### src/rtl/skylark_mem_pkg.sv
// rtl/skylark_mem_pkg.sv - shared types and constants for the unified memory port arbiter
`timescale 1ns/1ps
package skylark_mem_pkg;

    typedef enum logic [1:0] {
        IDLE = 2'd0,
        REQ  = 2'd1,
        RESP = 2'd2
    } arb_state_t;

    typedef enum logic {
        OWN_FETCH = 1'b0,
        OWN_DATA  = 1'b1
    } arb_owner_t;

    // Read data returned to the owner of a transaction that timed out
    localparam logic [31:0] ARB_ERR_RDATA = 32'h0;

endpackage

### src/rtl/mem_timeout_timer.sv
// rtl/mem_timeout_timer.sv - per-transaction cycle counter that flags expiry after LIMIT busy cycles
`timescale 1ns/1ps
module mem_timeout_timer #(
    parameter int LIMIT = 255
) (
    input  logic clk,
    input  logic reset,
    input  logic i_clr,
    input  logic i_en,
    output logic o_expire
);

    localparam int W = $clog2(LIMIT + 1);
    localparam logic [W-1:0] LAST = W'(LIMIT - 1);

    logic [W-1:0] r_cnt;

    // Count busy cycles; held at zero while idle so each transaction starts fresh
    always_ff @(posedge clk or posedge reset) begin
        if (reset) begin
            r_cnt <= '0;
        end else if (i_clr) begin
            r_cnt <= '0;
        end else if (i_en && (r_cnt != LAST)) begin
            r_cnt <= r_cnt + W'(1);
        end
    end

    // Expiry fires during the LIMIT-th busy cycle
    assign o_expire = i_en & (r_cnt == LAST);

endmodule

### src/rtl/mem_port_arbiter.sv
// rtl/mem_port_arbiter.sv - fetch/data arbiter for a single-ported unified memory
`timescale 1ns/1ps
module mem_port_arbiter
    import skylark_mem_pkg::*;
#(
    parameter int STARVE_LIMIT   = 4,
    parameter int TIMEOUT_CYCLES = 255
) (
    input  logic        clk,
    input  logic        reset,
    input  logic        if_req,
    input  logic [31:0] if_addr,
    output logic        if_valid,
    output logic [31:0] if_rdata,
    input  logic        d_req,
    input  logic        d_we,
    input  logic [31:0] d_addr,
    input  logic [31:0] d_wdata,
    output logic        d_valid,
    output logic [31:0] d_rdata,
    output logic        mem_req,
    output logic        mem_we,
    output logic [31:0] mem_addr,
    output logic [31:0] mem_wdata,
    input  logic        mem_gnt,
    input  logic        mem_rvalid,
    input  logic [31:0] mem_rdata,
    output logic        stall_fetch,
    output logic        stall_data,
    output logic        bus_err
);

    localparam int SW = $clog2(STARVE_LIMIT + 1);
    localparam logic [SW-1:0] STARVE_MAX = SW'(STARVE_LIMIT);

    arb_state_t  r_state;
    arb_state_t  w_next_state;
    arb_owner_t  r_owner;
    logic [31:0] r_txn_addr;
    logic        r_txn_we;
    logic [31:0] r_txn_wdata;
    logic [SW-1:0] r_starve;
    logic        r_bus_err;

    logic        w_idle;
    logic        w_busy;
    logic        w_fetch_first;
    logic        w_grant_fetch;
    logic        w_grant_data;
    logic        w_rsp;
    logic        w_redirect;
    logic        w_expire;
    logic        w_tmo;
    logic        w_if_valid;
    logic        w_d_valid;
    logic [31:0] w_rdata;

    assign w_idle = (r_state == IDLE);
    assign w_busy = (r_state == REQ) || (r_state == RESP);

    // Data normally wins; a fetch starved for STARVE_LIMIT data grants goes first
    assign w_fetch_first = if_req & (r_starve == STARVE_MAX);
    assign w_grant_fetch = w_idle & if_req & (w_fetch_first | ~d_req);
    assign w_grant_data  = w_idle & d_req & ~w_fetch_first;

    assign w_rsp      = (r_state == RESP) & mem_rvalid;
    assign w_redirect = w_rsp & (r_owner == OWN_FETCH) & (if_addr != r_txn_addr);
    // A genuine response in the final cycle takes precedence over the abort
    assign w_tmo      = w_expire & ~w_rsp;

    mem_timeout_timer #(
        .LIMIT    (TIMEOUT_CYCLES)
    ) u_timer (
        .clk      (clk),
        .reset    (reset),
        .i_clr    (w_idle),
        .i_en     (w_busy),
        .o_expire (w_expire)
    );

    // State register
    always_ff @(posedge clk or posedge reset) begin
        if (reset) begin
            r_state <= IDLE;
        end else begin
            r_state <= w_next_state;
        end
    end

    // Next state and completion strobes
    always_comb begin
        w_next_state = r_state;
        w_if_valid   = 1'b0;
        w_d_valid    = 1'b0;
        w_rdata      = mem_rdata;
        case (r_state)
            IDLE: begin
                if (w_grant_fetch || w_grant_data) w_next_state = REQ;
            end
            REQ: begin
                if (w_tmo)        w_next_state = IDLE;
                else if (mem_gnt) w_next_state = RESP;
            end
            RESP: begin
                if (w_tmo || mem_rvalid) w_next_state = IDLE;
            end
            default: w_next_state = IDLE;
        endcase
        if (w_tmo) begin
            w_rdata    = ARB_ERR_RDATA;
            w_if_valid = (r_owner == OWN_FETCH);
            w_d_valid  = (r_owner == OWN_DATA);
        end else if (w_rsp) begin
            w_if_valid = (r_owner == OWN_FETCH) & ~w_redirect;
            w_d_valid  = (r_owner == OWN_DATA);
        end
    end

    // Capture the granted request so the memory sees stable signals until accepted
    always_ff @(posedge clk or posedge reset) begin
        if (reset) begin
            r_owner     <= OWN_FETCH;
            r_txn_addr  <= '0;
            r_txn_we    <= 1'b0;
            r_txn_wdata <= '0;
        end else if (w_grant_fetch) begin
            r_owner     <= OWN_FETCH;
            r_txn_addr  <= if_addr;
            r_txn_we    <= 1'b0;
            r_txn_wdata <= '0;
        end else if (w_grant_data) begin
            r_owner     <= OWN_DATA;
            r_txn_addr  <= d_addr;
            r_txn_we    <= d_we;
            r_txn_wdata <= d_wdata;
        end
    end

    // Count data grants taken while a fetch waits
    always_ff @(posedge clk or posedge reset) begin
        if (reset) begin
            r_starve <= '0;
        end else if (!if_req || w_grant_fetch) begin
            r_starve <= '0;
        end else if (w_grant_data && (r_starve != STARVE_MAX)) begin
            r_starve <= r_starve + SW'(1);
        end
    end

    // Sticky error flag, cleared only by reset
    always_ff @(posedge clk or posedge reset) begin
        if (reset) begin
            r_bus_err <= 1'b0;
        end else if (w_tmo) begin
            r_bus_err <= 1'b1;
        end
    end

    assign mem_req     = (r_state == REQ);
    assign mem_we      = mem_req & r_txn_we;
    assign mem_addr    = r_txn_addr;
    assign mem_wdata   = r_txn_wdata;

    assign if_valid    = w_if_valid;
    assign d_valid     = w_d_valid;
    assign if_rdata    = w_if_valid ? w_rdata : '0;
    assign d_rdata     = w_d_valid  ? w_rdata : '0;

    assign stall_fetch = if_req & ~w_if_valid;
    assign stall_data  = d_req & ~w_d_valid;
    assign bus_err     = r_bus_err;

endmodule

### config.mk
export PLATFORM = sky130hd
export DESIGN_NAME = mem_port_arbiter
export DESIGN_NICKNAME = d
export VERILOG_FILES = /design/src/rtl/skylark_mem_pkg.sv /design/src/rtl/mem_timeout_timer.sv /design/src/rtl/mem_port_arbiter.sv
export SDC_FILE = /design/constraint.sdc
export NUM_CORES = 1
export LEC_CHECK = 0
export CORE_MARGIN = 5
export CORE_UTILIZATION = 38
export DETAILED_ROUTE_END_ITERATION = 8
export PLACE_DENSITY = 0.89
export SLEW_MARGIN = 20
export SYNTH_ARGS = -nofsm -noshare
export SYNTH_HDL_FRONTEND = slang
export SYNTH_SLANG_ARGS = --single-unit
### constraint.sdc
create_clock -name clk -period 4 [get_ports clk]
set_clock_uncertainty 0.2 [all_clocks]
set_input_delay 0.8 -clock clk [delete_from_list [all_inputs] [get_ports clk]]
set_output_delay 0.8 -clock clk [all_outputs]
set_load 0.05 [all_outputs]
# --- Word-level counts from Yosys, hierarchy flattened ---
# Cells that the tools add are included.
totals:
  mem_bits_rw: 0
  mem_count: 0
  rom_bits: 0
  output_inout_bits: 135
  inputBits: 135
  reg_bits: 80
  latch_bits: 0
classes:
  div_mod_pow: 0
  mul: 0
  shifts: 0
  bitwise_logic: 22
  n_mux: 24
  n_eq_ne: 10
  reduce_logical: 12
  add_sub_neg: 2
  order_cmp: 0
op_table:
  columns: ["cell", "count"]
  rows:
  - ["$mux 32", 7]
  - ["$ne 32x32->1", 1]
  - ["$mux 8", 2]
  - ["$and 1x1->1", 14]
  - ["$add 8x1->8 const B", 1]
  - ["$eq 8x8->1 const B", 1]
  - ["$mux 1", 8]
  - ["$mux 2", 4]
  - ["$ne 8x8->1 const B", 1]
  - ["$not 1->1", 7]
  - ["$mux 3", 2]
  - ["$pmux 2 s3", 1]
  - ["$reduce_bool 2->1", 3]
  - ["$logic_or 1x1->1", 4]
  - ["$ne 2x1->1 const B", 2]
  - ["$add 3x1->3 const B", 1]
  - ["$eq 3x3->1 const B", 1]
  - ["$ne 3x1->1 const B", 1]
  - ["$ne 3x3->1 const B", 1]
  - ["$reduce_and 3->1", 1]
  - ["$eq 2x1->1 const B", 1]
  - ["$eq 2x2->1 const B", 1]
  - ["$logic_and 1x1->1", 2]
  - ["$logic_not 2->1", 1]
  - ["other kinds (2)", 2]

# --- Depth between registers and ports, before layout ---
logic_depth:
  ltp_word: 10
  ltp_mapped: 10
  depth_no_buf: 7

# --- Hierarchy ---
# Synthesis repeated with hierarchy kept, for this count alone.
hier_totals:
  hier_cells: 464
  area_unflattened_um2: 4419.2
modules_own_cells:
  columns: ["module", "cells_per_inst", "area_per_inst_um2", "n_inst"]
  rows:
  - ["mem_port_arbiter", 414, 3936.3, 1]
  - ["mem_timeout_timer", 50, 483.0, 1]

# --- Least setup slack after synthesis ---
# No wires, ideal clock.
synth_path:
  path_kind: "input to output"
  start: "input if_addr[27]"
  end: "output if_rdata[22]"
  arrival_time_ps: 3160
  path_buffers: 1
  setup_slack_ps: -160
  path_stages: 6
  cell_sequence: "xnor2_1 -> o21ai_0 -> nor4_1 -> nand3_1 -> buf_2 -> nor4_1"
synth_between:
  elab_chain_cells: 7
synth_lines:
  columns: ["item", "line_no", "text"]
  rows:
  - ["start: declaration", "mem_port_arbiter.sv:12", "input logic [31:0] if_addr,"]
  - ["$ne 32x32->1", "mem_port_arbiter.sv:67", "assign w_redirect = w_rsp & (r_owner == OWN_FETCH) & (if_addr != r_txn_addr);"]
  - ["$and 1x1->1", "mem_port_arbiter.sv:67", null]
  - ["$not 1->1", "mem_port_arbiter.sv:114", "w_if_valid = (r_owner == OWN_FETCH) & ~w_redirect;"]
  - ["$and 1x1->1", "mem_port_arbiter.sv:114", null]
  - ["$mux 1", "mem_port_arbiter.sv:113", "end else if (w_rsp) begin"]
  - ["$mux 1", "mem_port_arbiter.sv:109", "if (w_tmo) begin"]
  - ["$mux 32", "mem_port_arbiter.sv:166", "assign if_rdata = w_if_valid ? w_rdata : '0;"]
  - ["end: declaration", "mem_port_arbiter.sv:14", "output logic [31:0] if_rdata,"]
# Every way passes these cells.

# --- Final worst setup path ---
layout_path:
  start: "input if_addr[3]"
  end: "output if_rdata[7]"
# The elaborated chain is that of the path after synthesis.

==> impl_metrics.yaml <==
clock_network:
  post_cts_buffers: 0
  clock_path_buffers: 2
  cts.sinks: 80
  cts-buffers-inserted: 9
  ctsResizeCount: 0
  clk_pin_slew_worst_paths_ns: 0.06
  clk_latency_ns: 0.33
  htreeDepth: 3
  cts_tree: "yes"
  hold_buffers: 0
  root_buffer: "clkbuf_16"
detailed_routing:
  postRouteWirelength_mm: 17.39
  drt_iter0_drc: 464
  firstDrtPassIters: 5
  drc_errors: 0
  vias: 4896
  ant_nets: 0
  viasPerCell: 5.368
  wl_per_cell_um: 19.06
timing:
  slew-limit-headroom_pct: 52.47
  max_freq_mhz: 257.2
  period_needed_ns: 3.888
  finalHoldViolations: 0
  drv_slew: 0
  rsz0062_at_grt: "yes"
  finalCritPeriodShare_pct: 97.19
  setup_viol: 0
  worst_pin_slew_ns: 0.7122
logic_synthesis:
  synth_flop_cell: "dfrtp_1"
  ys_ff_latch: 80
  async_flop_share_pct: 100.0
  synth.area.mux_share_pct: 0.4861
  syn-num-nets: 615
  synth_compound_area_share_pct: 15.70
  synth_simple_gate_area_share_pct: 24.31
  synth-edff-count: 0
  synthAdderAreaFrac_pct: 2.288
  synth-seq-area-share_pct: 45.75
  ys_types: 44
  synthesis.area_um2: 4375
  synthXorXnorAreaFrac_pct: 6.606
  synth_top_family_by_area: "simple AND/OR/NAND/NOR gates"
  syn_inst: 472
  syn_avg_cell_area_um2: 9.270
  yosys_warnings: 0
critical_path:
  path_class: "input pin to primary output"
  r2r_cells: 8
  r2r-start: "r_state[1]"
  regToRegEndpoint: "mem_wdata[24]"
  startpoint_type: "input pin"
  critPathArrivalTime_ns: 2.89
  r2r_slack_ns: 1.34
  path_max_fanout: 34
  cp-end-kind: "primary output"
  critical_path_required_ns: 3.00
pwr:
  p_per_area_nw_per_um2: 657.7
  netSwitchingFraction_pct: 47.64
  pwr-share-comb_pct: 57.9
  clkPwrFrac_pct: 16.5
  p_leak_nw: 3.624
  power_switching_mw: 2.664
  ir_drop_mv: 0.5725
  p_total_mw: 5.591
  p_int_mw: 2.928
  seq_power_share_pct: 25.7
floorplan:
  core_area_um2: 11370
  die_w_um: 117.3
  io_pins: 270
  row_count: 39
  die_h_um: 117.3
  dieArea_um2: 13760
  start_util_pct: 38.48
global_routing:
  grt_max_degree: 41
  grt_pass1_vias: 5212
  antenna_found_initial: 0
  grt.overflow.total: 0
  track_usage_pct: 24.73
  grt_pass1_wl_mm: 27.81
status:
  status: "completed"
worst_hold_path:
  min_path_cells: 1
  hp-class: "flop to flop"
  hold_end: "bus_err"
  hold_start: "bus_err"
place:
  io_buffers: 269
  place.detailed.hpwl_mm: 13.73
  place.gp.congestion: 0.9003
cells_and_area:
  final_common_cell: "clkdlybuf4s50_1"
  final_cell_mix: "clkdlybuf4s50_1, nand2_1, dfrtp_1, buf_12, buf_4"
  fin_util_pct: 74.77
  drive_gt1_share_pct: 18.34
  area_delta_synth_final_pct: 94.28
  insertedDiodeCount: 0
  nets: 907
job:
  cap_violations: 0
registers in the layout (all words and copies together) (netlist names):
register	count
r_state	2
mem_addr	32
r_owner	1
mem_wdata	32
bus_err	1
u_timer.r_cnt	8
r_starve	3
r_txn_we	1
layer usage:
metal	part of all wire, %	global-route usage [%]	vias to the layer above
met2	52	42.96	259
met4	4.4	12.26	0
li1	-	-	2243
met3	7.1	6.112	51
met1	37	28.11	2343
met5	0	0	-
Yosys cell counts (2+ instances only):
master     count  area share [%]
nand2_1      103             8.8
dfrtp_1       80              46
nor4_1        36             5.1
and2_1        34             4.9
a22o_1        33             6.6
a22oi_1       32             5.5
xor2_1        20             4.0
buf_2         17             1.9
inv_1         14             1.2
clkbuf_1      13             1.1
xnor2_1       13             2.6
nor2_1        12             1.0
ha_1           8             2.3
a21oi_1        5            0.57
nand3_1        5            0.57
nand4_1        4            0.57
and3_1         3            0.43
buf_4          3            0.51
nand2b_1       3            0.43
nor2b_1        3            0.43
nor3_1         3            0.34
o21ai_0        3            0.34
a2bb2oi_1      2            0.40
o31ai_1        2            0.34
or3_1          2            0.29
cell type report:
| type | count | area, um^2 |
|---|---|---|
| clock buffers | 12 | 266.5 |
| clock inverters | 4 | 75.07 |
| fillers | 764 | 2869 |
| inverters | 14 | 53.80 |
| multi-input cells | 344 | 2216 |
| flip-flops and latches | 80 | 2002 |
| well taps | 143 | 178.9 |
| repair buffers | 315 | 3709 |
critical path: stages:
cell and delay, ns:
clkdlybuf4s50_1 0.51, xnor2_1 0.15, nand3_1 0.14, nor3_2 0.25, nand3_1 0.16, buf_12 0.20, nor4_1 0.34, buf_4 0.19
buf_12 0.13
cells by family (layout without fill, tap and decap cells):
logic type,after synthesis,after routing
multiplexers,2,2
adder cells (fa/ha/maj),8,8
flip-flops,80,80
AO/OA/AOI/OAI,88,88
buffers and inverters,48,345
XOR/XNOR,33,33
AND/OR/NAND/NOR,213,213
worst max path at each step:
stage | to | depth (start not counted) | from
finish | if_rdata[7] | 9 | if_addr[3]
global route | if_rdata[7] | 9 | if_addr[27]
CTS | if_rdata[11] | 9 | if_addr[30]
detailed placement | if_rdata[11] | 9 | if_addr[30]
global placement | if_valid | 9 | if_addr[0]
floorplan | if_rdata[22] | 6 | if_addr[27]
through the flow:
step | setup TNS (ns) | hold slack, ns | worst slack, ns | instance area, um^2 | instances
after CTS | 0 | 0.2788 | 0.03923 | 8477 | 912
final | 0 | 0.2772 | 0.1124 | 8501 | 912
after detailed placement | 0 | 0.2649 | 0.05461 | 8135 | 896
after global routing | -0.08237 | 0.2883 | -0.02127 | 8501 | 912
after global placement | 0 | 0.2554 | 0.09482 | 8135 | 896
after floorplan | -4.786 | 0.2579 | -0.1599 | 4375 | 472
power by group through the flow:
stage	Sequential, mW	Clock (mW)	Combinational, mW
2_1_floorplan	2.42	0	1.01
3_3_place_gp	1.41	0	3.15
3_5_place_dp	1.43	0	3.23
4_1_cts	1.43	0.937	3.24
5_1_grt	1.48	0.970	3.41
6_report	1.43	0.920	3.24
Note: power is estimated with default switching activity, not from simulation.
==> variant 1, RTL diff (same flow settings) <==
The 3 states of `arb_state_t` get a one-hot encoding in 3 bits.
--- a/src/rtl/skylark_mem_pkg.sv
+++ b/src/rtl/skylark_mem_pkg.sv
@@ -4,6 +4,6 @@
 
-    typedef enum logic [1:0] {
-        IDLE = 2'd0,
-        REQ  = 2'd1,
-        RESP = 2'd2
+    typedef enum logic [2:0] {
+        IDLE = 3'b001,
+        REQ  = 3'b010,
+        RESP = 3'b100
     } arb_state_t;
Formal check against the unedited RTL: no difference found for any inputs over 10 cycles, from zero or initial values and one cycle with reset high; not proved beyond that.
==> variant 1 against the original RTL <==
Count of clock-buffer cells in the layout increased by 1; sequential cell count increased by 1; synthesized cell count decreased by 9.1%; clock power decreased by 18%; critical path depth decreased by 1; setup slack improved by 0.0012 ns; sequential share of layout area increased by 1.5 points; wire length decreased by 11%; register-to-register slack improved by 0.02 ns; critical path type unchanged; area after synthesis about the same; worst hold slack got worse by 0.012 ns; total power decreased by 7.8%; design area decreased by 4.8%.
==> variant 1: results <==
group,metric,value,unit
critical_path,endpoint,"if_rdata[31]",
critical_path,startpoint,"if_addr[28]",
finish,layout-drive-gt1-share,14.4,%
routing,routed-via-count,4297,
synth,synth_area_leaders,"dfrtp_1 46%, mux2i_1 8.0%, a22o_1 6.6%, xor2_1 6.2%, and2_1 5.1%",
min_path,hp-class,"reg -> reg",
global_routing,track_usage,21.9,%
run_status,status,"completed",
routing,dr.pass1.iters,4,
finish,signal_buffers,277,
synth,seq_area_frac_synth,46.4,%
critical_path,cp.arrival,2.89,ns
global_routing,antenna_found_initial,0,
clocking,cts_buffers,9,
finish,buf_share,41.7,%
finish,num-multi-input-gates,315,
critical_path,r2r-end,"mem_addr[24]",
routing,wirelength,15500,um
clocking,ctsLongestPathBuffers,2,
finish,clk_share,3.40,%
finish,n_fill_cell,780,
routing,drt_iter0_markers,269,
placed_design,dpl.hpwl,12600,um
global_routing,grt_max_degree,82,
synth,ys_types,40,
finish,nets,827,
timing,setup_slack,0.114,ns
timing,hold_ws,0.265,ns
clocking,clkTransAtPathRegs,0.06,ns
finish,nFlopsAndLatches,81,
placed_design,gp_congestion,0.877,
synth,netlist_top_cells_count,"80 x dfrtp_1, 41 x nand2_1, 36 x and2_1",
critical_path,reg2reg_depth,6,
finish,clockBufferCount,13,
synth,synthesis.nets,568,
clocking,clockRootBuffer,"clkbuf_16",
finish,layout.cells.non_filler,836,
finish,sh_seq_area,25.1,%
finish,n_antenna_cell,0,
global_routing,grt_pass1_wl,23200,um
min_path,min_to,"bus_err",
critical_path,r2r_slack,1.36,ns
finish,multi_input_area_share,27.4,%
synth,avgSynthCellArea,10.2,um2
critical_path,timing.rr.start,"r_state[0]",
global_routing,grt_pass1_vias,4529,
finish,synthToLayoutAreaGrowth,85.1,%
placed_design,placed_cell_area,0.00781,mm2
finish,inv_count,4,
min_path,hp-start,"bus_err",
timing,slew_headroom,47.4,%
placed_design,place_ws,-0.0396,ns
clocking,cts-resized-gates,1,
power_and_ir_drop,max-vdd-ir-drop,0.565,mV
placed_design,dpl.cell_count,820,
power_and_ir_drop,power_leakage,0.00348,uW
[variant 1: per-layer routing]
layer | track usage [%] | routed length, um | part of all wire, %
met3 | 5.96 | 1350 | 8.7
met2 | 38.7 | 8030 | 52
met1 | 24.8 | 5680 | 37
met4 | 8.79 | 481 | 3.1
met5 | 0 | 0 | 0
[variant 1: cell families after synthesis]
logic type                 synth area share, %
and+or+nand+nor                           20.8
buffers and inverters                     3.75
muxes                                     8.01
adders and majority gates                 1.14
xor gates and xnor gates                  7.21
AOI/OAI and AO/OA                         12.7
DFF                                       46.4
[variant 1: worst max-delay path, cell delays in order]
cell,delay [ns]
clkdlybuf4s50_1,0.44
xor2_1,0.17
nor4_2,0.36
nand4_1,0.19
nor4_4,0.35
buf_12,0.20
and2_1,0.20
buf_12,0.15
[variant 1: power breakdown]
group	internal, uW	leakage, uW	total [uW]	switching (uW)
Sequential	1160	0.00102	1470	311
Clock	451	0.000139	757	306
Combinational	1090	0.00231	2930	1830
Total	2710	0.00348	5160	2450
==> variant 2, RTL diff (same settings) <==
Without the edit above. `STARVE_LIMIT`: 4 -> 16.
--- a/src/rtl/mem_port_arbiter.sv
+++ b/src/rtl/mem_port_arbiter.sv
@@ -5,3 +5,3 @@
 #(
-    parameter int STARVE_LIMIT   = 4,
+    parameter int STARVE_LIMIT   = 16,
     parameter int TIMEOUT_CYCLES = 255
Formal check against the unedited RTL: no difference found for any inputs over 10 cycles, from zero or initial values and one cycle with reset high; that may be too few to reach the edited logic, so the function may still have changed.
==> variant 2 against the original RTL <==
Count of clock-buffer cells in the layout decreased by 2; wire length decreased by 9.2%; sequential cell count increased by 2; area after synthesis increased by 2.2%; total power decreased by 1.7%; setup slack improved by 0.031 ns; first-iteration DRC count decreased by 71%; via count decreased by 12%; register-to-register slack got worse by 0.16 ns; design area decreased by 2.3%; largest power group unchanged.
==> variant 2: results <==
group,metric,value,unit
global_routing,grtUsageMet3,7.26,%
finish,layout-drive-gt1-share,13.5,%
run_status,status,"completed",
power_and_ir_drop,max-vdd-ir-drop,0.554,mV
global_routing,use_met2,39.1,%
synth,netlist_top_cells_count,"82 x dfrtp_1, 69 x and2_1, 47 x nand2_1",
routing,dr.pass1.iters,4,
routing,wl_met2,8220,um
power_and_ir_drop,power_leakage,0.00352,uW
finish,sh_seq_area,24.7,%
power_and_ir_drop,pg_clk,970,uW
synth,synth_compound_gate_area_share,13.2,%
placed_design,dpl.hpwl,12500,um
finish,multi_input_area,0.00226,mm2
critical_path,r2r-end,"mem_addr[17]",
finish,n_antenna_cell,3,
global_routing,antenna_found_initial,3,
global_routing,grt_max_degree,83,
finish,nets,851,
placed_design,dpl.cell_count,840,
timing,tightest_slew,0.708,ns
routing,wl_met1,5840,um
finish,n_fill_cell,778,
critical_path,cp.arrival,2.86,ns
synth,synth.area.mux_share,7.64,%
routing,route.met3.wl,1330,um
synth,synthXorXnorAreaFrac,7.64,%
finish,inv_count,9,
global_routing,grt_pass1_vias,4656,
-- variant 2: changes by cell type in the layout (fill, tap and decap cells not counted), moves of 6 or more --
cell | before | now
nand2_1 | 103 | 47
buf_4 | 46 | 6
and2_1 | 34 | 69
o21ai_1 | 1 | 36
mux2i_1 | 1 | 33
a22oi_1 | 32 | 1
nor4_1 | 33 | 7
xor2_1 | 20 | 35
xnor2_1 | 13 | 4
inv_1 | 13 | 7
-- variant 2: worst max-delay path: cells and delay by family --
family        cells  cell delay, ns
buf+inv           3            0.84
xor+xnor          1            0.22
simple gates      4            0.97
-- variant 2: worst min path at each step --
| stage | slack [ns] | endpoint | startpoint | cells past startpoint |
|---|---|---|---|---|
| 6_report | 0.27 | bus_err | bus_err | 1 |
| 5_1_grt | 0.31 | bus_err | bus_err | 1 |
| 4_1_cts | 0.28 | bus_err | bus_err | 1 |
| 3_5_place_dp | 0.26 | bus_err | bus_err | 1 |
| 3_3_place_gp | 0.25 | bus_err | bus_err | 1 |
| 2_1_floorplan | 0.27 | r_txn_we | r_txn_we | 1 |
-- variant 2: logic make-up after synthesis --
group / count (synthesis)
AO/OA/AOI/OAI: 86
adder cells (fa/ha/maj): 8
multiplexers: 34
flip-flops: 82
AND/OR/NAND/NOR: 163
buffers and inverters: 35
XOR/XNOR: 39
-- variant 2: through the flow --
step | total power [uW] | cell area (um2) | setup slack (ns)
floorplan | 3390 | 4470 | 0.756
global placement | 4450 | 7950 | 0.248
detailed placement | 4540 | 7950 | 0.165
CTS | 5540 | 8300 | 0.147
global route | 5760 | 8310 | 0.0610
finish | 5500 | 8310 | 0.144
